`config.mk`:
```
export PLATFORM = sky130hd
export DESIGN_NAME = battousai_store_flat
export DESIGN_NICKNAME = d
export VERILOG_FILES = /design/src/rtl/battousai_store_if.sv /design/src/rtl/battousai_store.sv /design/src/flat_wrapper.sv
export SDC_FILE = /design/constraint.sdc
export NUM_CORES = 1
export LEC_CHECK = 0
export ABC_AREA = 1
export BUFFER_PORTS_ARGS = -buffer_cell sky130_fd_sc_hd__clkbuf_2
export CORE_AREA = 3 3 111 113
export DETAILED_ROUTE_END_ITERATION = 8
export DIE_AREA = 0 0 114 116
export GPL_TIMING_DRIVEN = 1
export PLACE_DENSITY = 0.81
export SYNTH_ARGS = -nofsm -noshare
export SYNTH_HDL_FRONTEND = slang
export SYNTH_SLANG_ARGS = --single-unit
```
`constraint.sdc`:
```
create_clock -name clk -period 2.6 [get_ports clk]
set_clock_uncertainty 0.2 [all_clocks]
set_input_delay 0.39 -clock clk [delete_from_list [all_inputs] [get_ports clk]]
set_output_delay 0.39 -clock clk [all_outputs]
set_load 0.005 [all_outputs]
```
`src/rtl/battousai_store_if.sv`:
```
// Request/memory bundle between the datapath controller and the store read-modify-write unit.
interface battousai_store_if;
  logic        start;
  logic [31:0] Register_Intruction_Instr31_0;
  logic [63:0] Store_Data;
  logic [63:0] Dataout;
  logic [63:0] Datain;
  logic        Mem_Wr;
  logic        busy;
  logic        done;
  logic        store_err;

  modport master (
    output start, Register_Intruction_Instr31_0, Store_Data, Dataout,
    input  Datain, Mem_Wr, busy, done, store_err
  );

  modport slave (
    input  start, Register_Intruction_Instr31_0, Store_Data, Dataout,
    output Datain, Mem_Wr, busy, done, store_err
  );
endinterface

```
`src/rtl/battousai_store.sv`:
```
// RV64 store unit: sb/sh/sw merge into the low lanes of the read doubleword, sd overwrites directly.
module battousai_store #(
  parameter int unsigned MEM_READ_LAT = 1
) (
  input  logic               clk,
  input  logic               reset_n,
  battousai_store_if.slave   bus
);

  localparam int unsigned CNT_W      = 4;
  localparam int unsigned DW         = 64;
  localparam logic [6:0]  OPC_STORE  = 7'd35;
  localparam logic [2:0]  F3_SD      = 3'd3;
  localparam logic [CNT_W-1:0] CNT_LAST = CNT_W'(MEM_READ_LAT - 1);

  typedef enum logic [1:0] {IDLE, READ, WRITE, DONE} state_e;

  state_e           state_q, state_d;
  logic [CNT_W-1:0] cnt_q, cnt_d;
  logic [2:0]       funct3_q, funct3_d;
  logic [DW-1:0]    sdata_q, sdata_d;
  logic             err_q, err_d;
  logic [DW-1:0]    datain_q, datain_d;
  logic             mem_wr_q, mem_wr_d;
  logic             busy_q, busy_d;
  logic             done_q, done_d;
  logic             store_err_q, store_err_d;

  logic [6:0]       opcode_c;
  logic [2:0]       funct3_in_c;
  logic             legal_c;
  logic [DW-1:0]    merged_c;

  assign opcode_c    = bus.Register_Intruction_Instr31_0[6:0];
  assign funct3_in_c = bus.Register_Intruction_Instr31_0[14:12];
  assign legal_c     = (opcode_c == OPC_STORE) && !funct3_in_c[2];

  // Low-lane merge; upper memory bits pass through untouched (no extension on stores).
  always_comb begin
    merged_c = bus.Dataout;
    case (funct3_q)
      3'd0:    merged_c = {bus.Dataout[63:8],  sdata_q[7:0]};
      3'd1:    merged_c = {bus.Dataout[63:16], sdata_q[15:0]};
      default: merged_c = {bus.Dataout[63:32], sdata_q[31:0]};
    endcase
  end

  always_comb begin
    state_d  = state_q;
    cnt_d    = cnt_q;
    funct3_d = funct3_q;
    sdata_d  = sdata_q;
    err_d    = err_q;
    datain_d = datain_q;
    case (state_q)
      IDLE: begin
        if (bus.start) begin
          funct3_d = funct3_in_c;
          sdata_d  = bus.Store_Data;
          err_d    = !legal_c;
          cnt_d    = '0;
          if (!legal_c) begin
            state_d = DONE;
          end else if (funct3_in_c == F3_SD) begin
            state_d  = WRITE;
            datain_d = bus.Store_Data;
          end else begin
            state_d = READ;
          end
        end
      end
      READ: begin
        if (cnt_q == CNT_LAST) begin
          datain_d = merged_c;
          state_d  = WRITE;
        end else begin
          cnt_d = cnt_q + CNT_W'(1);
        end
      end
      WRITE:   state_d = DONE;
      DONE:    state_d = IDLE;
      default: state_d = IDLE;
    endcase

    // Outputs registered from the next state so they line up with the state they describe.
    mem_wr_d    = (state_d == WRITE);
    busy_d      = (state_d != IDLE);
    done_d      = (state_d == DONE);
    store_err_d = (state_d == DONE) && err_d;
  end

  always_ff @(posedge clk or negedge reset_n) begin
    if (!reset_n) begin
      state_q     <= IDLE;
      cnt_q       <= '0;
      funct3_q    <= '0;
      sdata_q     <= '0;
      err_q       <= 1'b0;
      datain_q    <= '0;
      mem_wr_q    <= 1'b0;
      busy_q      <= 1'b0;
      done_q      <= 1'b0;
      store_err_q <= 1'b0;
    end else begin
      state_q     <= state_d;
      cnt_q       <= cnt_d;
      funct3_q    <= funct3_d;
      sdata_q     <= sdata_d;
      err_q       <= err_d;
      datain_q    <= datain_d;
      mem_wr_q    <= mem_wr_d;
      busy_q      <= busy_d;
      done_q      <= done_d;
      store_err_q <= store_err_d;
    end
  end

  assign bus.Datain    = datain_q;
  assign bus.Mem_Wr    = mem_wr_q;
  assign bus.busy      = busy_q;
  assign bus.done      = done_q;
  assign bus.store_err = store_err_q;

endmodule

```
`src/flat_wrapper.sv`:
```
// flat-port wrapper written by rule: the top's interface ports become plain ports
module battousai_store_flat 
#(
  parameter int unsigned MEM_READ_LAT = 1
)
  (clk, reset_n, bus_start, bus_Register_Intruction_Instr31_0, bus_Store_Data, bus_Dataout, bus_Datain, bus_Mem_Wr, bus_busy, bus_done, bus_store_err);
  battousai_store_if bus_i ();
  input  logic clk;
  input  logic reset_n;
  input wire logic [$bits(bus_i.start)-1:0] bus_start;
  input wire logic [$bits(bus_i.Register_Intruction_Instr31_0)-1:0] bus_Register_Intruction_Instr31_0;
  input wire logic [$bits(bus_i.Store_Data)-1:0] bus_Store_Data;
  input wire logic [$bits(bus_i.Dataout)-1:0] bus_Dataout;
  output wire logic [$bits(bus_i.Datain)-1:0] bus_Datain;
  output wire logic [$bits(bus_i.Mem_Wr)-1:0] bus_Mem_Wr;
  output wire logic [$bits(bus_i.busy)-1:0] bus_busy;
  output wire logic [$bits(bus_i.done)-1:0] bus_done;
  output wire logic [$bits(bus_i.store_err)-1:0] bus_store_err;
  assign bus_i.start = bus_start;
  assign bus_i.Register_Intruction_Instr31_0 = bus_Register_Intruction_Instr31_0;
  assign bus_i.Store_Data = bus_Store_Data;
  assign bus_i.Dataout = bus_Dataout;
  assign bus_Datain = bus_i.Datain;
  assign bus_Mem_Wr = bus_i.Mem_Wr;
  assign bus_busy = bus_i.busy;
  assign bus_done = bus_i.done;
  assign bus_store_err = bus_i.store_err;
  battousai_store #(.MEM_READ_LAT(MEM_READ_LAT)) u_core (.clk(clk), .reset_n(reset_n), .bus(bus_i));
endmodule
```
==> results.txt, run 1 <==
----------------------------------------------------
[Placed design]
  Final Wtd Congestion ... ~0.84
  Port Buf Inserts ... 200
  HPWL after DPL ... 10300 microns
  Number of cells in the design after placement ... roughly 1100

[Critical path]
  Largest fanout on the critical path ... 64
  CP Cell Sequence ... inv_1, ha_1, nand2_2, nor2_2, nand2_4, nand2_4, nand2_4, nand2_1, nand2_1
  Cell repeated most along the worst path ... sky130_fd_sc_hd__nand2_4
  Delay of the slowest cell on the worst path ... between 0.4 and 0.5 ns
  Required @ worst endpoint ... roughly 2.6 ns
  Category of the critical setup timing path ... reg2reg
  Crit end category ... flip-flop
  Crit start category ... flip-flop
  Arrival time at the worst endpoint ... 2.29 ns
  Slowest-stage cell, CP ... sky130_fd_sc_hd__nand2_4

[Final layout]
  Number of nets in the finished design ... 1105
  Fraction of final layout cells sized beyond drive strength 1 ... between 20% and 30%
  Area growth from synthesis to layout ... 23.7%
  Finished Layout Cells ... around 1100
  Number of antenna repair diodes ... 0

[Detailed routing]
  Detailed-router iteration count before antenna repair ... 7
  Detailed-route DRC error count ... 0
  Vias ... 5309
  Vias per cell ... 4.88
  Final WL ... 14700 microns
  Antenna-violating nets left ... 0
  Average detailed-routed wire length per instance ... between 10 and 15 microns
  First-iteration detailed-routing DRC count ... 437

[Floorplan]
  Count of standard-cell rows ... 39
  Placeable core region ... 0.0114 sq mm
  Vertical die dimension ... approximately 120 microns
  Num ports ... ~230
  Die extent in x ... around 110 microns
  DIE AREA ... about 0.013 sq mm
  Initial standard-cell utilization of the core ... 49.6%

[Power]
  Leakage power total ... between 4 and 5 nW
  Sw frac ... between 40 and 50%
  Internal Power ... 0.00467 W
  Share of total power in the clock network ... a little under a fifth
  Combinational cell fraction of total power ... 45.7%
  Switch Pwr ... ~0.0034 W
  Largest voltage drop on the vdd net ... 0.716 mV
  Sequential share of power ... 35.9%
  Power density normalized to cell area ... 1150 mW/mm^2

[Timing]
  Final setup violation count ... 0
  Tightest slew margin relative to the limit ... between 50% and 60%
  Min Tclk post-route ... approximately 2.3 ns
  RSZ-0062 raised after global routing ... false
  Count of final max-slew check failures ... 0
  Post-route fraction of the period consumed by the critical path ... roughly 87%
  Number of endpoints with negative hold slack in the final report ... 0
  Transition at the pin with the smallest max-transition slack ... around 0.73 ns
  Max frequency ... 444 MHz
  Final TNS setup ... 0 ns

[Yosys]
  Cell area after synthesis ... 0.00566 sq mm
  Number of distinct library cells after synthesis ... 24
  Instance count of the mapped netlist ... 761
  Post-Synthesis Mean Instance Area ... 7.44 sq um
  #FFs+latches synth ... 110
  Sequential cell area fraction in the yosys report ... a little under 50%
  Total number of yosys warnings ... 0
  Net count after synthesis ... 926

[CTS]
  Worst-Skew Late Latency ... approximately 0.35 ns
  Number of gates resized after cts ... 0
  CTS Root Buffer Type ... sky130_fd_sc_hd__clkbuf_16
  TritonCTS Sinks ... 110
  CTS Buf Count ... 9
  Worst-path clk slew ... 0.07 ns
  Buffers from clock root to sink, at most ... 2
  CTS tree ... done
  H-tree depth ... 3

[GRT]
  Total gr overflow ... 0
  Global-route wire length before repair ... 23200 microns
  Number of antenna violations at the first check in global routing ... 0
  GRT Overall Usage ... around 22%
  Pin count of the biggest net entering global routing ... 65
  Via count of the first global-routing pass ... about 4700

[Outcome]
  Run status ... complete, no violations

[Flow run]
  Maximum capacitance violations ... 0

[Worst hold path]
  Worst hold path class ... in2reg

----------------------------------------------------
timing repair:
| action | CTS | global route |
|---|---|---|
| hold buffers | 1 | 0 |
| hold endpoints to repair | 38 | 0 |
| setup buffers | 0 | 0 |
cells in the mapped netlist:
library cell               number  share of area (%)
sky130_fd_sc_hd__buf_6          8                1.6
sky130_fd_sc_hd__nand2_2        2               0.22
sky130_fd_sc_hd__a31o_2         1               0.15
sky130_fd_sc_hd__nand2_1      377                 25
sky130_fd_sc_hd__buf_4          9                1.2
sky130_fd_sc_hd__o21ai_0       48                4.2
sky130_fd_sc_hd__nand2_4        4               0.80
sky130_fd_sc_hd__inv_1         61                4.0
sky130_fd_sc_hd__nand3_1       75                6.6
sky130_fd_sc_hd__buf_8          1               0.26
sky130_fd_sc_hd__nor2_2         2               0.22
sky130_fd_sc_hd__clkbuf_1       9               0.60
sky130_fd_sc_hd__nor2_1         7               0.46
sky130_fd_sc_hd__ha_1           2               0.44
sky130_fd_sc_hd__nand3b_1       8                1.1
sky130_fd_sc_hd__xor2_1         1               0.15
sky130_fd_sc_hd__dfrtp_1      110                 49
sky130_fd_sc_hd__inv_2          4               0.26
sky130_fd_sc_hd__clkinv_1       1              0.066
sky130_fd_sc_hd__nor2_4         2               0.40
sky130_fd_sc_hd__o31ai_1        1               0.13
sky130_fd_sc_hd__buf_2         16                1.4
sky130_fd_sc_hd__nand3_2       10                1.8
sky130_fd_sc_hd__o21ai_2        2               0.31
cells by family after synthesis:
group,synth area share [%]
AOI/OAI and AO/OA,4.84
xor gates and xnor gates,0.155
adders and majority gates,0.442
buffers and inverters,9.43
DFF,48.6
and+or+nand+nor,36.5
routing by layer:
| layer | GRT usage (%) | wire (microns) | share of wire, % | vias to the layer above |
|---|---|---|---|---|
| li1 | - | - | - | 2704 |
| met1 | 31.0 | 6350 | 43 | 2422 |
| met2 | 34.6 | 7290 | 50 | 169 |
| met3 | 5.38 | 875 | 6.0 | 14 |
| met4 | 6.49 | 174 | 1.2 | 0 |
| met5 | 0 | 0 | 0 | - |
power by group through the flow:
stage / combinational (W) / sequential (W) / clock [W]
floorplan: 0.00256 / 0.00291 / 0
global placement: 0.00364 / 0.00289 / 0
detailed placement: 0.00371 / 0.00292 / 0
CTS: 0.00373 / 0.00289 / 0.00152
global route: 0.00422 / 0.00299 / 0.00160
finish: 0.00369 / 0.00289 / 0.00149
registers in the layout, indices dropped and copies added (netlist names):
name / cells
u_core.bus.Datain: 64
u_core.bus.Mem_Wr: 1
u_core.bus.busy: 1
u_core.bus.done: 1
u_core.bus.store_err: 1
u_core.cnt_q: 4
u_core.err_q: 1
u_core.funct3_q: 3
u_core.sdata_q: 32
u_core.state_q: 2
final cells by class:
cell class / instances / area, sq um
fill: 1088 / 4410
timing repair buffer: 211 / 1130
clock buffer: 10 / 239
sequential: 110 / 2750
clock inverter: 6 / 83.8
inverter: 66 / 248
multi-input combinational: 542 / 2380
tap: 143 / 179
worst max-delay path, delay by kind of cell (launching register included):
| family | cells | cell delay [ns] |
|---|---|---|
| buffers and inverters | 1 | 0.10 |
| and+or+nand+nor | 7 | 1.23 |
| adders and majority gates | 1 | 0.16 |
| DFF | 1 | 0.40 |
placed cells by master (no fill, tap or decap), drive strengths merged, types with 4 or more instances in the layout:
cell type	count
buf	11
clkbuf	209
clkinv	4
dfrtp	110
inv	66
nand2	383
nand3	85
nand3b	8
nor2	11
o21ai	50
worst paths after layout:
kind                       slack [ns]                             startpoint                           endpoint  depth (start not counted)
min in group asynchronous        0.35                                reset_n  u_core.bus.Datain[58]$_DFFE_PN0P_                          2
setup / recovery                 0.35            u_core.cnt_q[0]$_DFFE_PN0P_  u_core.bus.Datain[51]$_DFFE_PN0P_                          9
setup reg to reg                 0.35            u_core.cnt_q[0]$_DFFE_PN0P_  u_core.bus.Datain[51]$_DFFE_PN0P_                          9
hold reg to reg                  0.27      u_core.bus.Datain[55]$_DFFE_PN0P_  u_core.bus.Datain[55]$_DFFE_PN0P_                          2
max in group asynchronous        1.16                                reset_n     u_core.sdata_q[30]$_DFFE_PN0P_                          3
hold / removal                   0.06  bus_Register_Intruction_Instr31_0[12]     u_core.funct3_q[0]$_DFFE_PN0P_                          3
stage by stage:
stage / hold slack (ns) / setup WS, ns / area, sq um / util, % / total power (W)
6_report: 0.0609 / 0.348 / 7010 / 61.4 / 0.00806
5_1_grt: 0.0516 / 0.127 / 7010 / 61.4 / 0.00881
4_1_cts: 0.0485 / 0.325 / 7010 / 61.4 / 0.00815
3_5_place_dp: 0.201 / 0.342 / 6670 / 58.4 / 0.00663
3_3_place_gp: 0.198 / 0.384 / 6670 / 58.4 / 0.00653
2_1_floorplan: -0.106 / 0.949 / 5660 / - / 0.00547
Note: power is estimated with default switching activity, not from simulation.
==> run 2: changes to the inputs <==
--- a/config.mk
+++ b/config.mk
@@ -7,9 +7,9 @@
 export LEC_CHECK = 0
 export ABC_AREA = 1
 export BUFFER_PORTS_ARGS = -buffer_cell sky130_fd_sc_hd__clkbuf_2
-export CORE_AREA = 3 3 111 113
+export CORE_AREA = 2 2 110 112
 export DETAILED_ROUTE_END_ITERATION = 8
-export DIE_AREA = 0 0 114 116
+export DIE_AREA = 0 0 112 114
 export GPL_TIMING_DRIVEN = 1
 export PLACE_DENSITY = 0.81
 export SYNTH_ARGS = -nofsm -noshare
==> results.txt, run 2 (synthesis gave the netlist of run 1 again) <==
----------------------------------------------------
[Floorplan]
  Count of standard-cell rows ... 40
  Initial standard-cell utilization of the core ... approximately half
  Die extent in x ... approximately 110 microns
  Vertical die dimension ... 114 microns
  Num ports ... about 230
  DIE AREA ... between 0.01 and 0.015 sq mm
  Placeable core region ... between 0.01 and 0.015 sq mm

[Timing]
  Tightest slew margin relative to the limit ... between 50% and 60%
  Min Tclk post-route ... approximately 2.3 ns
  Post-route fraction of the period consumed by the critical path ... slightly below 90%
  Final setup violation count ... 0
  Transition at the pin with the smallest max-transition slack ... just over 0.7 ns
  RSZ-0062 raised after global routing ... false
  Count of final max-slew check failures ... 0
  Number of endpoints with negative hold slack in the final report ... 0
  Max frequency ... 436 MHz
  Final TNS setup ... 0 ns

[Power]
  Share of total power in the clock network ... between 10% and 20%
  Power density normalized to cell area ... 1150 mW/mm^2
  Largest voltage drop on the vdd net ... 0.853 mV
  Sequential share of power ... between 30 and 40%
  Switch Pwr ... between 0.003 and 0.004 W
  Leakage power total ... around 4.1 nW
  Internal Power ... 0.00474 W
  Combinational cell fraction of total power ... ~45%
  Sw frac ... roughly two fifths

[Outcome]
  Run status ... complete, no violations

[Final layout]
  Number of filler instances in the final layout ... around 1100
  Commonest cells after routing, fill and taps aside ... sky130_fd_sc_hd__nand2_1 (377), sky130_fd_sc_hd__clkbuf_2 (199), sky130_fd_sc_hd__dfrtp_1 (110), sky130_fd_sc_hd__nand3_1 (75), sky130_fd_sc_hd__inv_1 (61)
  Finished Layout Cells ... between 1000 and 1500
  Number of nets in the finished design ... between 1000 and 1500
  Most common cell after layout, fill and taps aside ... sky130_fd_sc_hd__nand2_1
  Fraction of final layout cells sized beyond drive strength 1 ... a little over a quarter
  Area growth from synthesis to layout ... 24.1%
  Total area of multi-input combinational cells ... 0.00238 sq mm
  Number of antenna repair diodes ... 0
  Max FFs per register ... between 60 and 70
  Post-route design area ... 0.00703 sq mm
  Sequential cell area ... ~0.0028 sq mm

[CTS]
  CTS tree ... done
  CTS Root Buffer Type ... sky130_fd_sc_hd__clkbuf_16
  CTS Buf Count ... 9
  Worst-path clk slew ... about 0.08 ns
  Number of gates resized after cts ... 0
  TritonCTS Sinks ... 110
  Buffers from clock root to sink, at most ... 2
  Worst-Skew Late Latency ... roughly 0.36 ns
  H-tree depth ... 3

[Critical path]
  Arrival time at the worst endpoint ... approximately 2.3 ns
  Slowest-stage cell, CP ... sky130_fd_sc_hd__nand2_4
  Cell repeated most along the worst path ... sky130_fd_sc_hd__nand2_4
  Delay of the slowest cell on the worst path ... 0.43 ns
  Category of the critical setup timing path ... reg2reg
  Crit end category ... flip-flop
  Required @ worst endpoint ... 2.65 ns
  Crit start category ... flip-flop
  Largest fanout on the critical path ... 64
  CP Cell Sequence ... inv_1, ha_1, nand2_2, nor2_2, nand2_4, nand2_4, nand2_4, nand2_1, nand2_1

[Detailed routing]
  Met3 wire length ... between 700 and 800 microns
  Final WL ... 13800 microns
  Wire length on met1 ... 6020 microns
  Vias per cell ... just under 5
  Routed met2 length ... between 6000 and 7000 microns
  Antenna-violating nets left ... 0
  Detailed-route DRC error count ... 0
  Uppermost routed layer ... met4
  First-iteration detailed-routing DRC count ... 452
  Detailed-router iteration count before antenna repair ... 5
  Average detailed-routed wire length per instance ... ~13 microns
  Vias ... 5265

[GRT]
  Via count of the first global-routing pass ... approximately 5000
  Total gr overflow ... 0
  GRT Overall Usage ... between 20 and 25%
  Pin count of the biggest net entering global routing ... 65
  Number of antenna violations at the first check in global routing ... 0
  Global-route wire length before repair ... 23000 microns

[Placed design]
  HPWL after DPL ... around 10000 microns
  Number of cells in the design after placement ... about 1100
  Final Wtd Congestion ... ~0.85
  Cell area after placement ... 0.00667 sq mm
  Port Buf Inserts ... 200

[Flow run]
  Maximum capacitance violations ... 0

[Worst hold path]
  Worst hold path class ... in2reg

----------------------------------------------------
-- run 2: cell count changes in the layout (fill, tap and decap cells not counted), sizes merged --
cell,before,now
clkinv,4,3
buf,11,12
bufinv,2,3
clkinvlp,0,1
clkbuf,209,208
-- run 2: final cells by class --
class	instances	area share [%]
sequential	110	39.2
inverter	66	3.53
timing repair buffer	212	16.0
multi-input combinational	542	33.8
tap	147	2.62
clock buffer	9	3.20
clock inverter	7	1.71
-- run 2: routing by layer --
layer	vias up	track usage (%)
li1	2700	-
met5	-	0
met1	2380	29.0
met4	0	8.54
met2	156	36.7
met3	29	5.47
-- run 2: what timing repair did --
item / CTS / global route
setup buffers: 0 / 0
setup endpoints to repair: 0 / 0
hold endpoints to repair: 39 / 0
hold buffers: 1 / 0
-- run 2: worst paths after layout --
| kind | startpoint | cells past startpoint | end | slack, ns |
|---|---|---|---|---|
| max | u_core.cnt_q[0]$_DFFE_PN0P_ | 9 | u_core.bus.Datain[19]$_DFFE_PN0P_ | 0.31 |
| min | bus_Register_Intruction_Instr31_0[13] | 3 | u_core.funct3_q[1]$_DFFE_PN0P_ | 0.05 |
| max reg2reg | u_core.cnt_q[0]$_DFFE_PN0P_ | 9 | u_core.bus.Datain[19]$_DFFE_PN0P_ | 0.31 |
| min reg2reg | u_core.bus.Datain[58]$_DFFE_PN0P_ | 2 | u_core.bus.Datain[58]$_DFFE_PN0P_ | 0.27 |
| max in group asynchronous | reset_n | 3 | u_core.bus.Datain[61]$_DFFE_PN0P_ | 1.16 |
| min in group asynchronous | reset_n | 2 | u_core.bus.Datain[30]$_DFFE_PN0P_ | 0.34 |
-- run 2: worst max-delay path: cells and delay by family, from the launching register on --
| family | cells | cell delay (ns) |
|---|---|---|
| DFF | 1 | 0.41 |
| buffers and inverters | 1 | 0.11 |
| and+or+nand+nor | 7 | 1.26 |
| adders and majority gates | 1 | 0.16 |
-- run 2: power by group through the flow --
stage	clock network (W)	logic (W)	registers, W
after floorplan	0	0.00256	0.00291
after global placement	0	0.00360	0.00289
after detailed placement	0	0.00367	0.00291
after CTS	0.00162	0.00369	0.00289
after global routing	0.00169	0.00419	0.00298
final	0.00157	0.00365	0.00289
-- run 2: stage by stage --
step	utilization (%)	worst slack [ns]	total power (W)	hold slack, ns
after floorplan	-	0.949	0.00547	-0.106
after global placement	57.0	0.360	0.00649	0.202
after detailed placement	57.0	0.320	0.00658	0.205
after CTS	60.0	0.286	0.00820	0.0394
after global routing	60.0	0.111	0.00886	0.0560
final	60.0	0.309	0.00811	0.0527
==> run 3: changes to the inputs <==
==> constraint.sdc (replaced) <==
create_clock -name clk -period 3 [get_ports clk]
set_clock_uncertainty 0.2 [all_clocks]
set_input_delay 0.45 -clock clk [delete_from_list [all_inputs] [get_ports clk]]
set_output_delay 0.45 -clock clk [all_outputs]
set_load 0.005 [all_outputs]
==> results.txt, run 3 (synthesis gave the netlist of run 1 again) <==
----------------------------------------------------
[CTS]
  CTS tree ... done
  Number of gates resized after cts ... 0
  CTS Root Buffer Type ... sky130_fd_sc_hd__clkbuf_16
  Buffers from clock root to sink, at most ... 2
  Worst-Skew Late Latency ... between 0.3 and 0.4 ns
  Number of buffers inserted by hold repair at cts ... 1
  H-tree depth ... 3
  Post-CTS Setup Repair Bufs ... 0
  TritonCTS Sinks ... between 100 and 150
  Worst-path clk slew ... 0.07 ns
  CTS Buf Count ... 9

[Timing]
  Number of endpoints with negative hold slack in the final report ... 0
  Hold Worst Slack ... roughly 0.14 ns
  Tightest slew margin relative to the limit ... about a third
  Final setup violation count ... 0
  RSZ-0062 raised after global routing ... false
  Transition at the pin with the smallest max-transition slack ... between 1 and 1.5 ns
  Final TNS setup ... 0 ns
  Min Tclk post-route ... 2.25 ns
  Max frequency ... around 450 MHz
  Post-route fraction of the period consumed by the critical path ... approximately 75%
  Count of final max-slew check failures ... 0

[Critical path]
  Arrival time at the worst endpoint ... around 2.3 ns
  Category of the critical setup timing path ... reg2reg
  Required @ worst endpoint ... 3.02 ns
  Crit start category ... flip-flop
  Crit end category ... flip-flop
  Largest fanout on the critical path ... 64

[Final layout]
  Commonest cells after routing, fill and taps aside ... sky130_fd_sc_hd__nand2_1 (377), sky130_fd_sc_hd__clkbuf_2 (199), sky130_fd_sc_hd__dfrtp_1 (110), sky130_fd_sc_hd__nand3_1 (75), sky130_fd_sc_hd__inv_1 (61)
  Total area of multi-input combinational cells ... between 0.002 and 0.0025 sq mm
  Number of antenna repair diodes ... 0
  Most common cell after layout, fill and taps aside ... sky130_fd_sc_hd__nand2_1
  Utilization after layout ... between 50% and 60%
  Max FFs per register ... 64
  Number of filler instances in the final layout ... 1100
  Post-route design area ... about 0.0069 sq mm
  Sequential cell area ... 0.00275 sq mm
  Number of nets in the finished design ... 1102
  Fraction of final layout cells sized beyond drive strength 1 ... 26.4%
  Area growth from synthesis to layout ... 22.5%

[GRT]
  GRT Overall Usage ... ~22%
  Number of antenna violations at the first check in global routing ... 0
  Pin count of the biggest net entering global routing ... between 60 and 70
  Global-route wire length before repair ... 22300 microns
  Via count of the first global-routing pass ... approximately 4600
  Total gr overflow ... 0

[Detailed routing]
  First-iteration detailed-routing DRC count ... just under 400
  Average detailed-routed wire length per instance ... ~13 microns
  Antenna-violating nets left ... 0
  Detailed-route DRC error count ... 0
  Vias per cell ... approximately 4.8
  Vias ... ~5200
  Final WL ... 13900 microns
  Detailed-router iteration count before antenna repair ... 4

[Power]
  Overall power after layout ... between 0.006 and 0.007 W
  Combinational cell fraction of total power ... between 40 and 50%
  Sequential share of power ... 36.7%
  Switch Pwr ... 0.00289 W
  Share of total power in the clock network ... around 18%
  Leakage power total ... 4.11 nW
  Sw frac ... a little over two fifths
  Largest voltage drop on the vdd net ... 1.08 mV
  Power density normalized to cell area ... around 980 mW/mm^2
  Internal Power ... between 0.003 and 0.004 W

[Placed design]
  Final Wtd Congestion ... 0.814
  Cell area after placement ... 0.00663 sq mm
  Port Buf Inserts ... 200
  HPWL after DPL ... ~9600 microns

[Floorplan]
  Initial standard-cell utilization of the core ... between 40% and 50%
  DIE AREA ... around 0.013 sq mm
  Placeable core region ... 0.0117 sq mm
  Count of standard-cell rows ... 40
  Vertical die dimension ... about 110 microns
  Die extent in x ... ~110 microns
  Num ports ... between 200 and 250

[Outcome]
  Run status ... complete, no violations

[Flow run]
  Maximum capacitance violations ... 0

[Worst hold path]
  Worst hold path class ... in2reg

----------------------------------------------------
[run 3: area by class of cell]
| class | count | area share [%] |
|---|---|---|
| clock buffer | 12 | 3.70 |
| clock inverter | 3 | 0.631 |
| inverter | 66 | 3.57 |
| multi-input combinational | 542 | 34.3 |
| sequential | 110 | 39.7 |
| tap | 147 | 2.65 |
| timing repair buffer | 208 | 15.5 |
[run 3: per-layer routing]
| layer | vias up | global-route usage (%) | part of all wire [%] |
|---|---|---|---|
| met5 | - | 0 | 0 |
| met4 | 0 | 8.05 | 1.7 |
| met3 | 20 | 2.71 | 4.3 |
| met2 | 134 | 35.4 | 48 |
| met1 | 2356 | 29.6 | 46 |
| li1 | 2687 | - | - |
[run 3: power groups by stage]
stage / clock, W / combinational [W] / sequential, W
finish: 0.00120 / 0.00312 / 0.00251
global route: 0.00130 / 0.00356 / 0.00258
CTS: 0.00123 / 0.00315 / 0.00251
detailed placement: 0 / 0.00314 / 0.00252
global placement: 0 / 0.00308 / 0.00250
floorplan: 0 / 0.00222 / 0.00253
[run 3: path summary, 6_finish.rpt]
kind | start | endpoint | slack, ns | cells after the start
setup reg to reg | u_core.cnt_q[0]$_DFFE_PN0P_ | u_core.bus.Datain[17]$_DFFE_PN0P_ | 0.75 | 9
hold / removal | bus_Register_Intruction_Instr31_0[13] | u_core.funct3_q[1]$_DFFE_PN0P_ | 0.14 | 3
setup / recovery | u_core.cnt_q[0]$_DFFE_PN0P_ | u_core.bus.Datain[17]$_DFFE_PN0P_ | 0.75 | 9
max in group asynchronous | reset_n | u_core.bus.Datain[62]$_DFFE_PN0P_ | 1.35 | 3
min in group asynchronous | reset_n | u_core.bus.Datain[27]$_DFFE_PN0P_ | 0.52 | 2
hold reg to reg | u_core.bus.Datain[53]$_DFFE_PN0P_ | u_core.bus.Datain[53]$_DFFE_PN0P_ | 0.27 | 2
[run 3: critical path, stage by stage, from the launching register on]
cell and delay [ns]:
sky130_fd_sc_hd__dfrtp_1 0.40, sky130_fd_sc_hd__inv_1 0.10, sky130_fd_sc_hd__ha_1 0.16, sky130_fd_sc_hd__nand2_2 0.08
sky130_fd_sc_hd__nor2_2 0.15, sky130_fd_sc_hd__nand2_4 0.09, sky130_fd_sc_hd__nand2_4 0.21, sky130_fd_sc_hd__nand2_4 0.43
sky130_fd_sc_hd__nand2_1 0.21, sky130_fd_sc_hd__nand2_1 0.07
[run 3: metrics by stage]
step / setup WS [ns] / cells
2_1_floorplan: 1.35 / 761
3_3_place_gp: 0.737 / 1072
3_5_place_dp: 0.752 / 1072
4_1_cts: 0.750 / 1088
5_1_grt: 0.557 / 1088
6_report: 0.754 / 1088
